[src/rtl/noc_params.sv]
// Shared NoC parameters, flit label encoding and flit bundle.
// Used by the network-interface packetizer and its credit counters.
package noc_params;

    localparam int VC_NUM           = 2;
    localparam int VC_SIZE          = (VC_NUM > 1) ? $clog2(VC_NUM) : 1;
    localparam int BUFFER_SIZE      = 8;
    localparam int CREDIT_W         = $clog2(BUFFER_SIZE + 1);
    localparam int MESH_SIZE_X      = 5;
    localparam int MESH_SIZE_Y      = 5;
    localparam int DEST_ADDR_SIZE_X = $clog2(MESH_SIZE_X);
    localparam int DEST_ADDR_SIZE_Y = $clog2(MESH_SIZE_Y);
    localparam int FLIT_DATA_SIZE   = 16;

    typedef enum logic [1:0] {
        HEAD,
        BODY,
        TAIL,
        HEADTAIL
    } flit_label_t;

    typedef struct packed {
        flit_label_t                flit_label;
        logic [VC_SIZE-1:0]         vc_id;
        logic [FLIT_DATA_SIZE-1:0]  data;
    } flit_t;

endpackage

[src/rtl/ni_credit_counter.sv]
// Per-VC downstream credit counter, range 0..BUFFER_SIZE.
// Send and return in the same cycle cancel; returns saturate at full.
module ni_credit_counter
    import noc_params::*;
(
    input  logic                clk,
    input  logic                rst,
    input  logic                dec,
    input  logic                inc,
    output logic                has_credit,
    output logic [CREDIT_W-1:0] count
);

    localparam logic [CREDIT_W-1:0] FULL = CREDIT_W'(BUFFER_SIZE);

    // credit register: load full on reset, track sends and returns
    always_ff @(posedge clk) begin
        if (rst) begin
            count <= FULL;
        end else if (dec && !inc) begin
            count <= count - CREDIT_W'(1);
        end else if (inc && !dec && count != FULL) begin
            count <= count + CREDIT_W'(1);
        end
    end

    // a return into an already-full counter means the downstream lied
    always_ff @(posedge clk) begin
        if (!rst) begin
            assert (!(inc && !dec && count == FULL));
        end
    end

    assign has_credit = (count != '0);

endmodule

[src/rtl/ni_packetizer.sv]
// NI transmitter: request + payload stream -> head/body/tail flits, per-VC credits.
// Optional NI_DEST_CHECK_EN: off-mesh destinations loop back locally, flagged on dest_err_o.
module ni_packetizer
    import noc_params::*;
#(
    parameter int X_CURRENT      = 0,
    parameter int Y_CURRENT      = 0,
    parameter int MAX_PACKET_LEN = 8
) (
    input  logic                                       clk,
    input  logic                                       rst,
    input  logic                                       pkt_valid_i,
    output logic                                       pkt_ready_o,
    input  logic [DEST_ADDR_SIZE_X-1:0]                x_dest_i,
    input  logic [DEST_ADDR_SIZE_Y-1:0]                y_dest_i,
    input  logic [$clog2(MAX_PACKET_LEN+1)-1:0]        pkt_len_i,
    input  logic [FLIT_DATA_SIZE-1:0]                  payload_data_i,
    input  logic                                       payload_valid_i,
    output logic                                       payload_ready_o,
    output flit_t                                      flit_o,
    output logic                                       valid_flit_o,
    input  logic [VC_NUM-1:0]                          credit_i,
    output logic                                       busy_o
`ifdef NI_DEST_CHECK_EN
    ,output logic                                      dest_err_o
`endif
);

    localparam int LEN_W = $clog2(MAX_PACKET_LEN + 1);
    localparam int PAD_W = FLIT_DATA_SIZE - DEST_ADDR_SIZE_X - DEST_ADDR_SIZE_Y;

    typedef enum logic [1:0] {S_IDLE, S_HEAD, S_BODY} state_t;

    state_t                      state_q, state_d;
    logic [VC_SIZE-1:0]          vc_q, vc_d, rr_q, rr_d, sel_vc;
    logic                        sel_found;
    logic [DEST_ADDR_SIZE_X-1:0] x_q, x_d, x_in;
    logic [DEST_ADDR_SIZE_Y-1:0] y_q, y_d, y_in;
    logic [LEN_W-1:0]            len_q, len_d, rem_q, rem_d, len_in;
    logic [VC_NUM-1:0]           has_credit, dec;
    logic [CREDIT_W-1:0]         credit [VC_NUM];

    for (genvar v = 0; v < VC_NUM; v++) begin : g_vc
        ni_credit_counter u_cc (
            .clk        (clk),
            .rst        (rst),
            .dec        (dec[v]),
            .inc        (credit_i[v]),
            .has_credit (has_credit[v]),
            .count      (credit[v])
        );
    end

    assign len_in = (pkt_len_i == '0) ? LEN_W'(1) : pkt_len_i;

`ifdef NI_DEST_CHECK_EN
    logic dest_bad;

    assign dest_bad = ({1'b0, x_dest_i} >= (DEST_ADDR_SIZE_X+1)'(MESH_SIZE_X)) ||
                      ({1'b0, y_dest_i} >= (DEST_ADDR_SIZE_Y+1)'(MESH_SIZE_Y));
    assign x_in = dest_bad ? DEST_ADDR_SIZE_X'(X_CURRENT) : x_dest_i;
    assign y_in = dest_bad ? DEST_ADDR_SIZE_Y'(Y_CURRENT) : y_dest_i;

    // sticky error flag, set on any accepted off-mesh request
    always_ff @(posedge clk) begin
        if (rst) begin
            dest_err_o <= 1'b0;
        end else if (pkt_valid_i && pkt_ready_o && dest_bad) begin
            dest_err_o <= 1'b1;
        end
    end
`else
    assign x_in = x_dest_i;
    assign y_in = y_dest_i;
`endif

    // round-robin VC pick: lowest offset from rr_q with credit wins
    always_comb begin
        int idx;
        idx       = 0;
        sel_found = 1'b0;
        sel_vc    = '0;
        for (int i = VC_NUM - 1; i >= 0; i--) begin
            idx = int'(rr_q) + i;
            if (idx >= VC_NUM) idx = idx - VC_NUM;
            if (has_credit[idx]) begin
                sel_found = 1'b1;
                sel_vc    = VC_SIZE'(idx);
            end
        end
    end

    // next-state and flit build; everything is quiet while rst is held
    always_comb begin
        state_d         = state_q;
        vc_d            = vc_q;
        rr_d            = rr_q;
        x_d             = x_q;
        y_d             = y_q;
        len_d           = len_q;
        rem_d           = rem_q;
        pkt_ready_o     = 1'b0;
        payload_ready_o = 1'b0;
        valid_flit_o    = 1'b0;
        flit_o          = '0;
        dec             = '0;
        if (!rst) begin
            unique case (state_q)
                S_IDLE: begin
                    pkt_ready_o = 1'b1;
                    if (pkt_valid_i) begin
                        x_d     = x_in;
                        y_d     = y_in;
                        len_d   = len_in;
                        rem_d   = len_in;
                        state_d = S_HEAD;
                    end
                end
                S_HEAD: begin
                    if (sel_found) begin
                        valid_flit_o      = 1'b1;
                        flit_o.flit_label = (len_q == LEN_W'(1)) ? HEADTAIL : HEAD;
                        flit_o.vc_id      = sel_vc;
                        flit_o.data       = {x_q, y_q, {PAD_W{1'b0}}};
                        dec[sel_vc]       = 1'b1;
                        vc_d              = sel_vc;
                        rr_d              = (sel_vc == VC_SIZE'(VC_NUM - 1)) ?
                                            '0 : sel_vc + VC_SIZE'(1);
                        state_d           = (len_q == LEN_W'(1)) ? S_IDLE : S_BODY;
                    end
                end
                S_BODY: begin
                    payload_ready_o = (credit[vc_q] != '0);
                    if (payload_valid_i && payload_ready_o) begin
                        valid_flit_o      = 1'b1;
                        flit_o.flit_label = (rem_q == LEN_W'(2)) ? TAIL : BODY;
                        flit_o.vc_id      = vc_q;
                        flit_o.data       = payload_data_i;
                        dec[vc_q]         = 1'b1;
                        rem_d             = rem_q - LEN_W'(1);
                        if (rem_q == LEN_W'(2)) state_d = S_IDLE;
                    end
                end
                default: state_d = S_IDLE;
            endcase
        end
    end

    // state and latched request registers; reset drops any packet in flight
    always_ff @(posedge clk) begin
        if (rst) begin
            state_q <= S_IDLE;
            vc_q    <= '0;
            rr_q    <= '0;
            x_q     <= '0;
            y_q     <= '0;
            len_q   <= '0;
            rem_q   <= '0;
        end else begin
            state_q <= state_d;
            vc_q    <= vc_d;
            rr_q    <= rr_d;
            x_q     <= x_d;
            y_q     <= y_d;
            len_q   <= len_d;
            rem_q   <= rem_d;
        end
    end

    assign busy_o = (state_q != S_IDLE);

endmodule

[config.mk]
export PLATFORM = sky130hd
export DESIGN_NAME = ni_packetizer
export DESIGN_NICKNAME = d
export VERILOG_FILES = /design/src/rtl/noc_params.sv /design/src/rtl/ni_credit_counter.sv /design/src/rtl/ni_packetizer.sv
export SDC_FILE = /design/constraint.sdc
export NUM_CORES = 1
export LEC_CHECK = 0
export ABC_AREA = 1
export BUFFER_PORTS_ARGS = -buffer_cell sky130_fd_sc_hd__buf_4
export CORE_AREA = 2 2 55 70
export CTS_CLUSTER_SIZE = 25
export DETAILED_ROUTE_END_ITERATION = 10
export DIE_AREA = 0 0 57 72
export HOLD_SLACK_MARGIN = 0.12
export PLACE_DENSITY = 0.82
export REMOVE_ABC_BUFFERS = 1
export SLEW_MARGIN = 5
export SYNTH_ARGS = -nofsm -noshare
export SYNTH_HDL_FRONTEND = slang
export SYNTH_SLANG_ARGS = --single-unit
export TNS_END_PERCENT = 5
[constraint.sdc]
create_clock -name clk -period 6.9 [get_ports clk]
set_input_delay 0.345 -clock clk [delete_from_list [all_inputs] [get_ports clk]]
set_output_delay 0.345 -clock clk [all_outputs]
set_load 0.01 [all_outputs]
After elaboration in Yosys (flattened, before gate mapping)
Index checks and enable logic that the tools add are counted.
{"block": "totals", "register_bits": 26, "latch_bits": 0, "ram_bits": 0, "romBits": 0, "inputBits": 32, "out_inout_bits": 23, "elab_cells": 116, "mem_count": 0}
{"block": "classes", "n_addsub": 9, "multipliers": 0, "n_div": 0, "order_cmp": 9, "n_eq_ne": 10, "shifts": 0, "n_mux": 52, "bitwise": 1, "reduce_logical": 26}
{"operator": "32-bit by 3-bit less-than comparator with 1-bit output, second input constant", "count": 2}
{"operator": "32-bit two-way mux", "count": 2}
{"operator": "19-bit two-way mux", "count": 3}
{"operator": "4-bit two-way mux", "count": 10}
{"operator": "19-bit one-hot mux with 2 select lines", "count": 1}
{"operator": "1-bit two-way mux", "count": 20}
{"operator": "2-bit two-way mux", "count": 10}
{"operator": "4-bit nonzero test", "count": 3}
{"operator": "4-bit by 1-bit subtractor with 4-bit output, second input constant", "count": 3}
{"operator": "1-bit logical AND", "count": 9}
{"operator": "4-bit by 1-bit adder with 4-bit output, second input constant", "count": 2}
{"operator": "2-bit inequality test, second input constant", "count": 4}
{"operator": "4-bit inequality test, second input constant", "count": 2}
{"operator": "4-bit one-hot mux with 2 select lines", "count": 1}
{"operator": "2-bit nonzero test", "count": 4}
{"operator": "2-bit one-hot mux with 3 select lines", "count": 1}
{"operator": "4-bit by 1-bit == test with 1-bit output, second input constant", "count": 1}
{"operator": "4-bit by 2-bit == test with 1-bit output, second input constant", "count": 1}
{"operator": "2-bit greater-or-equal comparator, second input constant", "count": 2}
{"operator": "1-bit zero test", "count": 4}
{"operator": "4-bit zero test", "count": 1}
{"operator": "1-bit by 2-bit less-than comparator with 1-bit output, second input constant", "count": 2}
{"operator": "2-bit one-hot mux with 2 select lines", "count": 1}
{"operator": "2-bit AND reduction", "count": 2}
{"operator": "14 further kinds", "count": 16}

Longest topological paths before layout
{"block": "logic_depth", "ltp_word": 20, "ltp_mapped": 18, "mapped_depth_nobuf": 18}

By module
From an unflattened synthesis, not the netlist that was laid out.
{"block": "hier_totals", "hier_cells": 313, "area_unflattened_um2": 1838.0}
{"module": "ni_packetizer", "instances": 1, "cells_per_inst": 207, "area_per_inst_um2": 1224.9, "seq_area_each_um2": 360.3}
{"module": "ni_credit_counter", "instances": 2, "cells_per_inst": 53, "area_per_inst_um2": 306.5, "seq_area_each_um2": 80.1}

Least setup slack after synthesis
Ideal clock, no wire load.
{"block": "synth_timing", "path_type": "register -> register", "start": "reg state_q[0]", "end": "reg g_vc[1].u_cc.count[3]", "setup_ns": 0.127, "arrival_ns": 2.047, "required_time_ns": 6.773, "setup_slack_ns": 4.726, "stages_incl_launch_ff": 17, "n_path_buf": 0, "synth_period_minus_slack_ns": 2.174, "cell_sequence": "dfxtp_1 inv_1 ha_1 nand2_2 inv_2 nand2_1 inv_2 nand2_4 inv_1 ha_1 nand2_1 nand2_1 a31o_2 nand3_1 nand3_1 nand2_1 nand3_1"}
{"block": "synth_between", "elab_chain_len": 7, "word_cells_on_any_way": 10, "classes_between": "2 x eq/ne; 3 x mux; 5 x reduce/logical"}
{"element": "from (decl)", "line_no": "ni_packetizer.sv:34", "rtl": "state_t state_q, state_d;"}
{"element": "from (signal assigned)", "line_no": "ni_packetizer.sv:160", "rtl": "state_q <= state_d;"}
{"element": "2-bit == test / 2-bit by 1-bit == test with 1-bit output (equally long branches)", "line_no": "ni_packetizer.sv:108", "rtl": "unique case (state_q)"}
{"element": "2-bit one-hot mux with 2 select lines *", "line_no": "ni_packetizer.sv:108"}
{"element": "2-bit two-way mux *", "line_no": "ni_packetizer.sv:107", "rtl": "if (!rst) begin"}
{"element": "named net g_vc[1].u_cc.dec", "line_no": "ni_credit_counter.sv:8", "rtl": "input logic dec,"}
{"element": "1-bit zero test", "line_no": "ni_credit_counter.sv:22", "rtl": "end else if (inc && !dec && count != FULL) begin"}
{"element": "1-bit logical AND (2 in series)", "line_no": "ni_credit_counter.sv:22"}
{"element": "2-bit nonzero test (no line)"}
{"element": "to (signal assigned)", "line_no": "ni_credit_counter.sv:21", "rtl": "count <= count - CREDIT_W'(1);"}
{"element": "to (signal assigned)", "line_no": "ni_credit_counter.sv:23", "rtl": "count <= count + CREDIT_W'(1);"}
{"element": "to (decl)", "line_no": "ni_credit_counter.sv:11", "rtl": "output logic [CREDIT_W-1:0] count"}
The timed path passes the listed nets; every way through them passes the cells marked *.
A chain may end at the register's enable or synchronous reset.

Worst setup path after layout
{"block": "layout_timing", "start": "reg state_q[0]", "end": "reg g_vc[1].u_cc.count[3]"}
{"block": "layout_between", "elab_chain_len": 7, "word_cells_on_any_way": 10, "classes_between": "2 x eq/ne; 3 x mux; 5 x reduce/logical"}
{"element": "2-bit == test / 2-bit by 1-bit == test with 1-bit output (equally long branches)", "line_no": "ni_packetizer.sv:108"}
{"element": "2-bit one-hot mux with 2 select lines *", "line_no": "ni_packetizer.sv:108"}
{"element": "2-bit two-way mux *", "line_no": "ni_packetizer.sv:107"}
{"element": "1-bit zero test", "line_no": "ni_credit_counter.sv:22"}
{"element": "1-bit logical AND (2 in series)", "line_no": "ni_credit_counter.sv:22"}
{"element": "2-bit nonzero test (no line)"}
Every way passes the cells marked *; elsewhere a longest branch is shown, timed or not.

==> results.json <==
{
  "outcome": "finished, final reports clean",
  "clk_latency_ns": 0.28,
  "syn_to_final_growth_pct": 26.42,
  "vias_per_cell": 5.107,
  "htreeDepth": 1,
  "ios": 55,
  "synth_area_per_cell_um2": 6.751,
  "crit_fanout": 17,
  "endpoint_kind": "flip-flop",
  "port_buffers": 54,
  "wire_per_inst_um": 11.92,
  "crit_path_start_kind": "flip-flop",
  "synth.most_common_cell": "nand2_1",
  "vdd_drop_max_v": 0.0002796,
  "clock_tree.buffer_depth": 2,
  "synth_top_area_frac": 0.2877,
  "yosysWarnings": 0,
  "cts_setup_buffers": 0,
  "power.leakage_nw": 1.127,
  "hold_class": "in2reg",
  "cts-root-buf": "clkbuf_8",
  "cp.required_ns": 7.07,
  "synth-seq-cells": 26,
  "report.final.slew_viol_count": 0,
  "cap_violations": 0,
  "n_antenna_cell": 0,
  "clk_pin_slew_ns": 0.10,
  "ys_top_cells_by_count": "nand2_1 (48), nor2_1 (43), inv_1 (33), a21oi_1 (26), dfxtp_1 (26)",
  "cts_tree": "done",
  "rsz0062_at_grt": "no",
  "tightest_slew_ns": 0.6479,
  "numCtsBuffers": 3,
  "tns_ns": 0,
  "synth_cell_type_count": 32,
  "period_minus_slack_ns": 2.694,
  "yosys.area.top_type": "dfxtp_1",
  "grt_first_pass_wirelength_um": 6837,
  "die_h_um": 72,
  "place_congestion": 0.8327,
  "grt_pass1_vias": 1611,
  "synth_edf_count": 0,
  "crit_arrival_ns": 2.86,
  "fillers": 311,
  "ant_nets": 0,
  "clock_skew_ns": 0.006006,
  "overflow": 0,
  "fmax_ghz": 0.3712,
  "grt_max_degree": 23,
  "cts_resized": 0,
  "antenna_found_initial": 0,
  "p_per_area_mw_per_mm2": 339.5,
  "synth_ff_type": "dfxtp_1",
  "drt_iter0_drc": 62,
  "drive_gt1_frac": 0.2532,
  "vias": 1813,
  "dieWidth_um": 57,
  "row_count": 24,
  "syn-cell-area_mm2": 0.001809,
  "final_nets": 360,
  "critical_path_class": "reg2reg",
  "slew_headroom": 0.5681,
  "dp_hpwl_um": 3159,
  "dr.pass1.iters": 4,
  "start_util": 0.5285,
  "async_reset_ff_frac": 0,
  "synthCells": 268,
  "wirelength_um": 4232,
  "cts_sinks": 26,
  "grt_use_total": 0.2036,
  "hold_violations": 0,
  "synth_area_leaders": "dfxtp_1 (29%), nand2_1 (10%), nor2_1 (8.9%), a21oi_1 (7.2%), inv_1 (6.8%)",
  "hold_buffers": 0,
  "final-setup-viol-count": 0,
  "synth.yosys.seq_area_share": 0.2877,
  "core-area_mm2": 0.003423,
  "power.total_w": 0.0007765,
  "dieArea_mm2": 0.004104,
  "finalCritPeriodShare": 0.3904,
  "route.detailed.drc": 0
}
## final cells by class
cell class,instances,area [um^2],share of cell area
multi-input combinational,195,1102,0.4819
sequential,26,520.5,0.2276
timing repair buffer,54,405.4,0.1772
inverter,37,138.9,0.06072
tap,39,48.80,0.02133
clock buffer,3,41.29,0.01805
clock inverter,1,30.03,0.01313
## state kept, by name, summed over array words and instances, names as in the netlist
signal           cells
g_vc.u_cc.count      8
len_q                4
rem_q                4
x_q                  3
y_q                  3
state_q              2
rr_q                 1
vc_q                 1
## critical path: stages (launching register included)
cell     delay, ns
dfxtp_1       0.33
inv_1         0.12
ha_1          0.59
nand4_1       0.21
nand2_1       0.11
nand2_1       0.09
inv_2         0.11
nand2_4       0.07
inv_1         0.08
ha_1          0.26
nand2_1       0.07
nand2_1       0.04
a31o_2        0.21
nand3_1       0.09
nand3_1       0.08
nand2_1       0.06
nand3_1       0.05
## metrics by stage
stage | hold slack [ns] | worst slack [ns] | area (um^2) | util | cells
global route | 0.2975 | 4.037 | 2287 | 0.6681 | 355
finish | 0.2765 | 4.206 | 2287 | 0.6681 | 355
CTS | 0.2708 | 4.218 | 2287 | 0.6681 | 355
floorplan | 0.4141 | 4.598 | 1762 | - | 258
global placement | 0.4507 | 4.331 | 2216 | 0.6473 | 351
detailed placement | 0.4572 | 4.261 | 2216 | 0.6473 | 351
## path summary, 6_finish.rpt
check	from	end	slack (ns)	depth (start not counted)
max	state_q[0]	g_vc[1].u_cc.count[3]	4.21	16
min	rst	rr_q	0.28	2
max reg2reg	state_q[0]	g_vc[1].u_cc.count[3]	4.21	16
min reg2reg	rr_q	rr_q	0.47	2
## layer usage
| metal | vias up | wire (um) | GRT usage |
|---|---|---|---|
| li1 | 958 | - | - |
| met1 | 782 | 1786 | 0.2458 |
| met2 | 67 | 2188 | 0.3793 |
| met3 | 6 | 217 | 0.02496 |
| met4 | 0 | 40 | 0.04910 |
| met5 | - | 0 | 0 |
## cell families (layout without fill, tap and decap cells)
logic type | after synthesis | after routing | synth area share
and+or+nand+nor | 127 | 127 | 0.3485
AOI/OAI and AO/OA | 54 | 54 | 0.1618
buffers and inverters | 47 | 95 | 0.1030
DFF | 26 | 26 | 0.2877
adders and majority gates | 11 | 11 | 0.08437
xor gates and xnor gates | 3 | 3 | 0.01453
## power breakdown
part	switching [W]	internal, W	total, W
Clock	0.0000521	0.0000777	0.000130
Sequential	0.0000406	0.000201	0.000242
Combinational	0.000255	0.000150	0.000405
## cell usage in the layout (no fill, tap or decap), drive strengths merged, types with 2 or more instances in the layout
cell,n
nand2,59
buf,54
nor2,47
inv,37
a21oi,26
dfxtp,26
o21ai,18
nand4,10
ha,9
nand3,9
a31oi,3
o21bai,3
clkbuf,3
a211oi,2
xor2,2
fa,2
Note: power is estimated with default switching activity, not from simulation.
